--- config.mk ---
export PLATFORM = sky130hd
export DESIGN_NAME = pipeline_hazard_controller
export DESIGN_NICKNAME = d
export VERILOG_FILES = /design/src/rtl/pipeline_hazard_controller.sv
export SDC_FILE = /design/constraint.sdc
export NUM_CORES = 1
export LEC_CHECK = 0
export CAP_MARGIN = 20
export CORE_AREA = 10 10 65 67
export CTS_BUF_LIST = sky130_fd_sc_hd__clkbuf_8
export CTS_CLUSTER_SIZE = 20
export DETAILED_ROUTE_END_ITERATION = 10
export DIE_AREA = 0 0 75 77
export PLACE_DENSITY = 0.77
export REMOVE_ABC_BUFFERS = 1
export SYNTH_ARGS = -nofsm -noshare
export SYNTH_HDL_FRONTEND = slang
export SYNTH_SLANG_ARGS = --single-unit
--- constraint.sdc ---
create_clock -name clk -period 2.3 [get_ports clk]
set_clock_uncertainty 0.1 [all_clocks]
set_input_delay 0.46 -clock clk [delete_from_list [all_inputs] [get_ports clk]]
set_output_delay 0.46 -clock clk [all_outputs]
set_load 0.01 [all_outputs]
--- src/rtl/pipeline_hazard_controller.sv ---
// Stall/flush controller for the five-stage pipeline: load-use bubbles, MEM-stage
// branch/call/ret redirects, data-memory wait states and halt.
module pipeline_hazard_controller #(
  parameter int CNT_W = 16
) (
  input  logic             clk,
  input  logic             rst_n,
  input  logic [3:0]       ifid_Rs,
  input  logic [3:0]       ifid_Rt,
  input  logic             idex_MemRead,
  input  logic [3:0]       idex_Rd,
  input  logic             exmem_Branch,
  input  logic             exmem_call,
  input  logic             exmem_ret,
  input  logic [2:0]       exmem_BranchType,
  input  logic             exmem_V,
  input  logic             exmem_Z,
  input  logic             exmem_N,
  input  logic             exmem_MemRead,
  input  logic             exmem_MemWrite,
  input  logic             exmem_run,
  input  logic             mem_ready,
  output logic             pc_en,
  output logic [1:0]       pc_sel,
  output logic             ifid_en,
  output logic             ifid_clear,
  output logic             idex_en,
  output logic             idex_clear,
  output logic             exmem_en,
  output logic             exmem_clear,
  output logic             memwb_en,
  output logic             memwb_clear,
  output logic             halted,
  output logic [CNT_W-1:0] stall_count
);

  typedef enum logic [1:0] {S_RUN, S_MEM_WAIT, S_HALT} state_t;

  state_t           state_q, state_d;
  logic [CNT_W-1:0] cnt_q;
  logic             take, redirect, mem_busy, load_use, mem_stall;

  always_comb begin
    case (exmem_BranchType)
      3'd0:    take = exmem_Z;
      3'd1:    take = !exmem_Z;
      3'd2:    take = !exmem_Z && (exmem_N == exmem_V);
      3'd3:    take = (exmem_N == exmem_V);
      3'd4:    take = (exmem_N != exmem_V);
      3'd5:    take = exmem_Z || (exmem_N != exmem_V);
      3'd6:    take = exmem_V;
      default: take = 1'b1;
    endcase
  end

  assign redirect = (exmem_Branch && take) || exmem_call || exmem_ret;
  assign mem_busy = (exmem_MemRead || exmem_MemWrite) && !mem_ready;
  assign load_use = idex_MemRead && (idex_Rd != 4'd0) &&
                    ((idex_Rd == ifid_Rs) || (idex_Rd == ifid_Rt));

  // Once waiting, only mem_ready releases the stall, whatever MEM now shows.
  assign mem_stall = (state_q == S_MEM_WAIT) ? !mem_ready : mem_busy;

  always_ff @(posedge clk or negedge rst_n) begin
    if (!rst_n) state_q <= S_RUN;
    else        state_q <= state_d;
  end

  always_comb begin
    state_d = state_q;
    case (state_q)
      S_RUN, S_MEM_WAIT: begin
        if (mem_stall)       state_d = S_MEM_WAIT;
        else if (!exmem_run) state_d = S_HALT;
        else                 state_d = S_RUN;
      end
      S_HALT:  state_d = S_HALT;
      default: state_d = S_RUN;
    endcase
  end

  always_comb begin
    pc_en       = 1'b1;
    pc_sel      = 2'd0;
    ifid_en     = 1'b1;
    ifid_clear  = 1'b0;
    idex_en     = 1'b1;
    idex_clear  = 1'b0;
    exmem_en    = 1'b1;
    exmem_clear = 1'b0;
    memwb_en    = 1'b1;
    memwb_clear = 1'b0;
    halted      = 1'b0;
    if (!rst_n) begin
      pc_en       = 1'b0;
      ifid_en     = 1'b0;
      ifid_clear  = 1'b1;
      idex_en     = 1'b0;
      idex_clear  = 1'b1;
      exmem_en    = 1'b0;
      exmem_clear = 1'b1;
      memwb_en    = 1'b0;
      memwb_clear = 1'b1;
    end else if (state_q == S_HALT) begin
      pc_en    = 1'b0;
      ifid_en  = 1'b0;
      idex_en  = 1'b0;
      exmem_en = 1'b0;
      memwb_en = 1'b0;
      halted   = 1'b1;
    end else if (mem_stall) begin
      pc_en       = 1'b0;
      ifid_en     = 1'b0;
      idex_en     = 1'b0;
      exmem_en    = 1'b0;
      memwb_clear = 1'b1;
    end else if (!exmem_run) begin
      pc_en    = 1'b0;
      ifid_en  = 1'b0;
      idex_en  = 1'b0;
      exmem_en = 1'b0;
    end else if (redirect) begin
      // Flushed registers drop their enable so clear and enable never coincide.
      pc_sel      = exmem_ret ? 2'd2 : 2'd1;
      ifid_en     = 1'b0;
      ifid_clear  = 1'b1;
      idex_en     = 1'b0;
      idex_clear  = 1'b1;
      exmem_en    = 1'b0;
      exmem_clear = 1'b1;
    end else if (load_use) begin
      pc_en      = 1'b0;
      ifid_en    = 1'b0;
      idex_en    = 1'b0;
      idex_clear = 1'b1;
    end
  end

  always_ff @(posedge clk or negedge rst_n) begin
    if (!rst_n)
      cnt_q <= '0;
    else if (!pc_en && (state_q != S_HALT) && (cnt_q != {CNT_W{1'b1}}))
      cnt_q <= cnt_q + 1'b1;
  end

  assign stall_count = cnt_q;

endmodule
== Word level (Yosys, flattened, before mapping) ==
Index checks and enable logic that the tools add are counted.
Operators by class
  $add $sub $neg: 1
  equal/unequal tests: 14
  multiplexer cells: 45
  reduce and logical (&&, ||, !) cells: 19
Operator list (count)
  $mux W1: 35
  $add A16 B1 Y16 const B: 1
  $mux W2: 8
  $ne A16 B16 Y1 const B: 1
  $eq A3 B3 Y1 const B: 3
  $eq A4 B4 Y1: 2
  $logic_and A1 B1 Y1: 7
  $pmux W1 S7: 1
  $eq A3 B2 Y1 const B: 2
  $logic_or A1 B1 Y1: 5
  $pmux W2 S2: 1
  $reduce_bool A4 Y1: 1
  $eq A3 B1 Y1 const B: 1
  $logic_not A1 Y1: 3
  $logic_not A3 Y1: 1
  $eq A2 B1 Y1 const B: 1
  $eq A2 B2 Y1 const B: 1
  $logic_not A2 Y1: 1
  $ne A2 B2 Y1 const B: 1
  $reduce_or A2 Y1: 1
  $eq A1 B1 Y1: 1
  $ne A1 B1 Y1: 1
Word-level totals
  flip-flop bits (word level): 18
  input port bits: 28
  logic and storage cells: 81

== Depth between registers and ports, before layout ==
  depth after elaboration: 14
  mapped depth: 9
  mapped depth without buffers: 8

== Worst setup path after synthesis ==
Ideal clock, no wire load.
  path kind: in2out
  start: in exmem_BranchType[0]
  end: out ifid_en
  data arrival time: 1.696 ns
  data required time: 1.740 ns
  setup slack: 0.044 ns
  stages on the path: 7
  cells stage by stage: xor2_1 a221oi_1 nor2_1 o211ai_1 nor2_1 and2_1 buf_4
On the way
  word-level cells in the longest chain between the ends: 10
  elaborated cells between the ends (all ways): 16
  classes of those cells: eq/ne (6); mux (6); reduce/logical (4)
RTL lines
  from (decl): line 15  | input logic [2:0] exmem_BranchType,
  $eq A3 B3 Y1 (tied with other cells): line 44  | case (exmem_BranchType)
  $pmux W1 S7 *: line 44
  $logic_and A1 B1 Y1 *: line 56  | assign redirect = (exmem_Branch && take) || exmem_call || exmem_ret;
  $logic_or A1 B1 Y1 * (2 in series): line 56
  $mux W1 * (5 in series)
  to (decl): line 25  | output logic ifid_en,
Mark *: on every way between the ends. The rest lies on a longest branch, timed or not.

== Worst setup path after layout ==
  start: in exmem_BranchType[1]
  end: out idex_en
On the way
  word-level cells in the longest chain between the ends: 10
  elaborated cells between the ends (all ways): 16
  classes of those cells: eq/ne (6); mux (6); reduce/logical (4)
RTL lines
  $eq A3 B3 Y1 (tied with other cells): line 44
  $pmux W1 S7 *: line 44
  $logic_and A1 B1 Y1 *: line 56
  $logic_or A1 B1 Y1 * (2 in series): line 56
  $mux W1 *: line 122  | end else if (redirect) begin
  $mux W1 *: line 117  | end else if (!exmem_run) begin
  $mux W1 *: line 111  | end else if (mem_stall) begin
  $mux W1 *: line 104  | end else if (state_q == S_HALT) begin
  $mux W1 *: line 94  | if (!rst_n) begin
  to (decl): line 27  | output logic idex_en,
Marks and branches as above.

==> metrics.txt <==
Seq/Total Area, Yosys=36.40%; final setup fails=4; Bufs and invs on worst path=3; Syn Area/Cell=9.235 µm²; GPL Wtd Cong=0.7785; clock sink count=18; final std cells w/o fill=247; CP peak stage delay=0.29 ns; layout cells sized above 1=38.32%; worst path required time=1.74 ns; grt met1 use=13.68%; Syn Std Cell Area=0.001237 mm²; Warnings, synthesis=0; Clock transition at path regs=0.07 ns; vias in the first global route=1408; DRT iter0 DRCs=84; critical path class=in -> out; cell count after placement=237; M3 GR Usage=6.950%; initial antenna violation count=0; Pwr Density=787.4 mW/mm²; DR vias/cell=5.247; Cells after Synth=134; Yosys cell types=33; pin count of the biggest net entering global routing=13; post-DP HPWL=3040 µm; CTS tree=done; die area=0.005775 mm²; final slew viol count=0; total chip power=1.665 mW; Util after Layout=71.01%; worst vdd ir=0.2786 mV; Top Ports=56; CP cell instances=buf_8 -> xor2_2 -> a221oi_2 -> nor2_1 -> o211ai_1 -> buf_4 -> nor2_2 -> and2_4 -> buf_6; RSZ-0062 raised after global routing=yes; Initial Util=41.55%; Syn-to-layout area delta=70.88%; Post-route DRC=0; Hold Crit Class=in -> async; Worst-Skew Late Latency=0.25 ns; Final Hold Viols=0; DP Worst Slack=-0.8376 ns; MaxCap Viol Count=0; cell family with most CP delay=compound AO/OA/AOI/OAI gates; RR Startpoint=stall_count[4]; die height=77 µm; r2r setup slk=0.12 ns; H-tree levels=1; clock buffer depth=2; most used routing layer=met2; Final Cycle Share=103.8%; via count=1296; CTS root buf=clkbuf_8; post-route minimum period=2.387 ns; Slowest-stage cell, CP=o211ai_1; R2R depth=7; Setup crit start kind=input pin; quantity of I/O buffers inserted on ports=55; final WL=4009 µm; Antenna Nets Post-Route=0; Max FO, Critical Path=4; Core Area=0.002978 mm²; Final WS setup=-0.08735 ns; Avg WL per Cell=16.23 µm; DR pass1 iterations=4; Final #Nets=244; critical path arrival=1.83 ns; failing checks=negative setup slack; GRT Overall Usage=13.26%; global-route track usage on met2=22.40%; Cell Rows=20; GRT overflow=0; Setup TNS Final=-0.2341 ns; Worst Tran Pin Value=0.3311 ns; leakage=1.008 nW; Worst R2R End=stall_count[1]; ANT cells=0; first-pass GRT wire length=6251 µm; CTS Buf Count=3; slew margin rel.=77.85%; die width=75 µm; status=finished with violations; flip-flop and latch count after synthesis=18; f_max=418.9 MHz; critical path capture point type=primary output
-- what timing repair did --
item                                    CTS  global route
setup buffers                             4             2
hold buffers                              0             0
resized for setup                       121            18
endpoints found under the setup margin   28            13
pin swaps                                21            13
-- worst reg2reg max path, delay by kind of cell (launching register included) --
kind             cells  cell delay (ns)
muxes                1             0.33
DFF                  1             0.43
and+or+nand+nor      6             1.21
-- per-layer routing --
layer,part of all wire (%),vias up
met5,0,-
met4,1.0,0
met3,11,6
met2,49,53
met1,39,623
li1,-,614
-- placed cells by master, fill, tap and decap left out, types with 2 or more instances in the layout --
cell type        instances
nand4_1                  8
dlygate4sd2_1           10
nor4b_4                  2
dfrtp_1                 18
and2_4                   2
nor3b_2                  2
clkbuf_8                 4
nand3_1                  3
nor2_2                   2
nand2_1                  8
nor3_1                   2
xor2_2                   5
and3_1                   8
buf_4                   22
nand2b_1                 2
xor2_1                  15
inv_1                    3
and2_1                   3
nor3_2                   3
nand2_2                  4
buf_2                   12
clkbuf_2                 2
o21ai_0                  3
xnor2_1                  5
buf_6                    8
nor2_1                  15
clkdlybuf4s50_1         22
-- cell type report --
cell class,instances,area (µm²)
fillers,226,863.3
well taps,33,41.29
inverters,4,15.01
repair buffers,80,689.4
flip-flops and latches,18,450.4
multi-input cells,108,863.3
clock buffers,4,55.05
-- metrics by stage --
stage	instance area, µm²	hold WS [ns]
after floorplan	1207	0.06441
after global placement	1942	0.3771
after detailed placement	1942	0.3806
after CTS	2053	0.2527
after global routing	2115	0.2955
final	2115	0.2854
-- Yosys cell counts (all sizes together) --
cell	count	area, µm²
nand3	4	25.02
nand2	12	45.04
o211a	1	10.01
o21ai	6	33.78
o211ai	1	7.510
nor4b	2	30.03
nand4	8	50.05
mux2	1	11.26
clkbuf	1	3.750
inv	4	15.01
a21oi	1	5.000
nand2b	2	12.51
xor2	20	175.2
ha	1	12.51
nor3	5	35.03
and3	8	50.05
nor2b	1	6.260
dfrtp	18	450.4
a41o	1	10.01
xnor2	6	52.55
or4	1	7.510
buf	3	26.27
a221oi	1	8.760
and2	5	31.28
or2	1	6.260
o41ai	1	27.53
nor3b	2	25.02
nor2	17	63.81
-- cells by family (layout without fill, tap and decap cells) --
logic type	after synthesis	after routing	share of synthesized area (%)
AO/OA/AOI/OAI	12	12	8.291
XOR/XNOR	26	26	18.40
adder cells (fa/ha/maj)	1	1	1.011
buffers and inverters	8	88	3.639
flip-flops	18	18	36.40
multiplexers	1	1	0.9099
AND/OR/NAND/NOR	68	68	31.34
-- registers in the layout (all words and copies together), names as in the netlist --
| register | count |
|---|---|
| state_q | 2 |
| stall_count | 16 |
-- how the worst max path moves through the flow --
stage,start,end,slack [ns],cells past startpoint
2_1_floorplan,exmem_BranchType[0],idex_clear,0.1,7
3_3_place_gp,exmem_BranchType[0],idex_clear,-0.78,9
3_5_place_dp,exmem_BranchType[1],idex_clear,-0.84,9
4_1_cts,exmem_BranchType[1],pc_en,-0.005,9
5_1_grt,exmem_BranchType[1],idex_en,-0.13,9
6_report,exmem_BranchType[1],idex_en,-0.09,9
-- where the power goes --
group,internal (mW),switching (mW)
registers,0.426,0.125
logic,0.464,0.390
clock network,0.152,0.106
total,1.04,0.622
No activity file was read; power rests on OpenSTA's default activity.
==> patch: new RTL, same flow settings <==
The 3 states of `state_t` get a one-hot encoding in 3 bits.
--- a/src/rtl/pipeline_hazard_controller.sv
+++ b/src/rtl/pipeline_hazard_controller.sv
@@ -34,7 +34,7 @@
   output logic [CNT_W-1:0] stall_count
 );
 
-  typedef enum logic [1:0] {S_RUN, S_MEM_WAIT, S_HALT} state_t;
+  typedef enum logic [2:0] {S_RUN = 3'b001, S_MEM_WAIT = 3'b010, S_HALT = 3'b100} state_t;
 
   state_t           state_q, state_d;
   logic [CNT_W-1:0] cnt_q;
Function: no difference found for any inputs over 10 cycles, from zero or initial values and one cycle with rst_n low; not proved beyond that.
==> patch against the unedited design <==
Final area rose by 0.30%. Sequential cell count rose by 1. Synthesized cell count did not move. Critical endpoint is now idex_clear. Hold slack got worse by 0.036 ns. Synthesized area rose by 5.3%. Global-route usage rose by 0.99 points. Setup slack improved by 0.044 ns. Power fell by 9.4%. Wire length fell by 0.65%. Via count fell by 0.23%. Largest cell class unchanged. The flow still finishes with violations (setup timing).
==> patch: results (changes against the unedited design) <==
[run_status]
status = finished, violations left
violations = setup timing

[grt]
use_met1_pct = 16.3  ; +2.7 points
grt_util_all_layers_pct = 14.2  ; +0.99 points
grt_max_degree = 16  ; +3
grt_pass1_wl_mm = 6.58  ; +5.2%

[power]
pg_clk_w = 0.000236  ; -8.9%
power_w = 0.00151  ; -9.4%
combPwrFrac_pct = 49.8  ; -1.5 points
netSwitchingFraction_pct = 35.5  ; -1.8 points
p_leak_nw = 0.976  ; -3.1%

[critical_path]
rrSetupSlack_ns = 0.14  ; +0.02 ns
slowest_stage = a221oi_2
cp-endpoint = idex_clear
arrival_ns = 1.78  ; -0.05 ns
cp_max_fo = 5  ; +1
r2r_start = state_q[0]

[detailed_routing]
totalWireLength_mm = 3.98  ; -0.65%
drt-vias-per-instance = 5.23  ; -0.23%
drt-initial-drc-count = 37  ; -56%
wl_met2_mm = 1.78  ; -8.9%

[synthesis]
yosys.area_share.adder_pct = 0.961  ; -0.051 points
synth-xor-area-share_pct = 18.2  ; -0.25 points
ys_types = 37  ; +12%
synth_compound_area_share_pct = 8.84  ; +0.55 points
synthMuxAreaShare_pct = 1.15  ; +0.24 points
ys_seq_area_share_pct = 36.6  ; +0.20 points

[finish]
n_fill_cell = 245  ; +8.4%
drive_gt1_share_pct = 34.1  ; -4.2 points

[place]
pre_cts_ws_ns = -0.926  ; -0.0880 ns
gp_congestion = 0.758  ; -2.6%
post_dp_cell_area_mm2 = 0.00201  ; +3.7%
dp_hpwl_mm = 3.12  ; +2.8%

[timing]
finalSetupViolations = 3  ; -1
whs_ns = 0.249  ; -0.0362 ns
worst_slack_ns = -0.0437  ; +0.0437 ns

[cts]
ctsResizeCount = 94  ; -22%

patch: cell types whose count changed in the layout (fill, tap and decap cells not counted), moves of 5 or more:
cell,before,now
xnor2_1,5,20
buf_2,12,7
xor2_1,15,7
nor2_1,15,7
xor2_2,5,0
nand3_1,3,8
dlygate4sd2_1,10,17
nand3_2,0,5
patch: kinds of logic after synthesis:
kind of cell / after synthesis
AOI/OAI and AO/OA: 13
xor gates and xnor gates: 27
adders and majority gates: 1
buffers and inverters: 10
DFF: 19
muxes: 1
and+or+nand+nor: 63
patch: area by class of cell:
| cell class | count | area [um2] | share of cell area [%] |
|---|---|---|---|
| flip-flops and latches | 19 | 477 | 22.5 |
| repair buffers | 80 | 731 | 34.5 |
| multi-input cells | 105 | 803 | 37.9 |
| inverters | 6 | 22.5 | 1.06 |
| clock inverters | 1 | 5.00 | 0.236 |
| clock buffers | 3 | 41.3 | 1.95 |
| well taps | 33 | 41.3 | 1.95 |
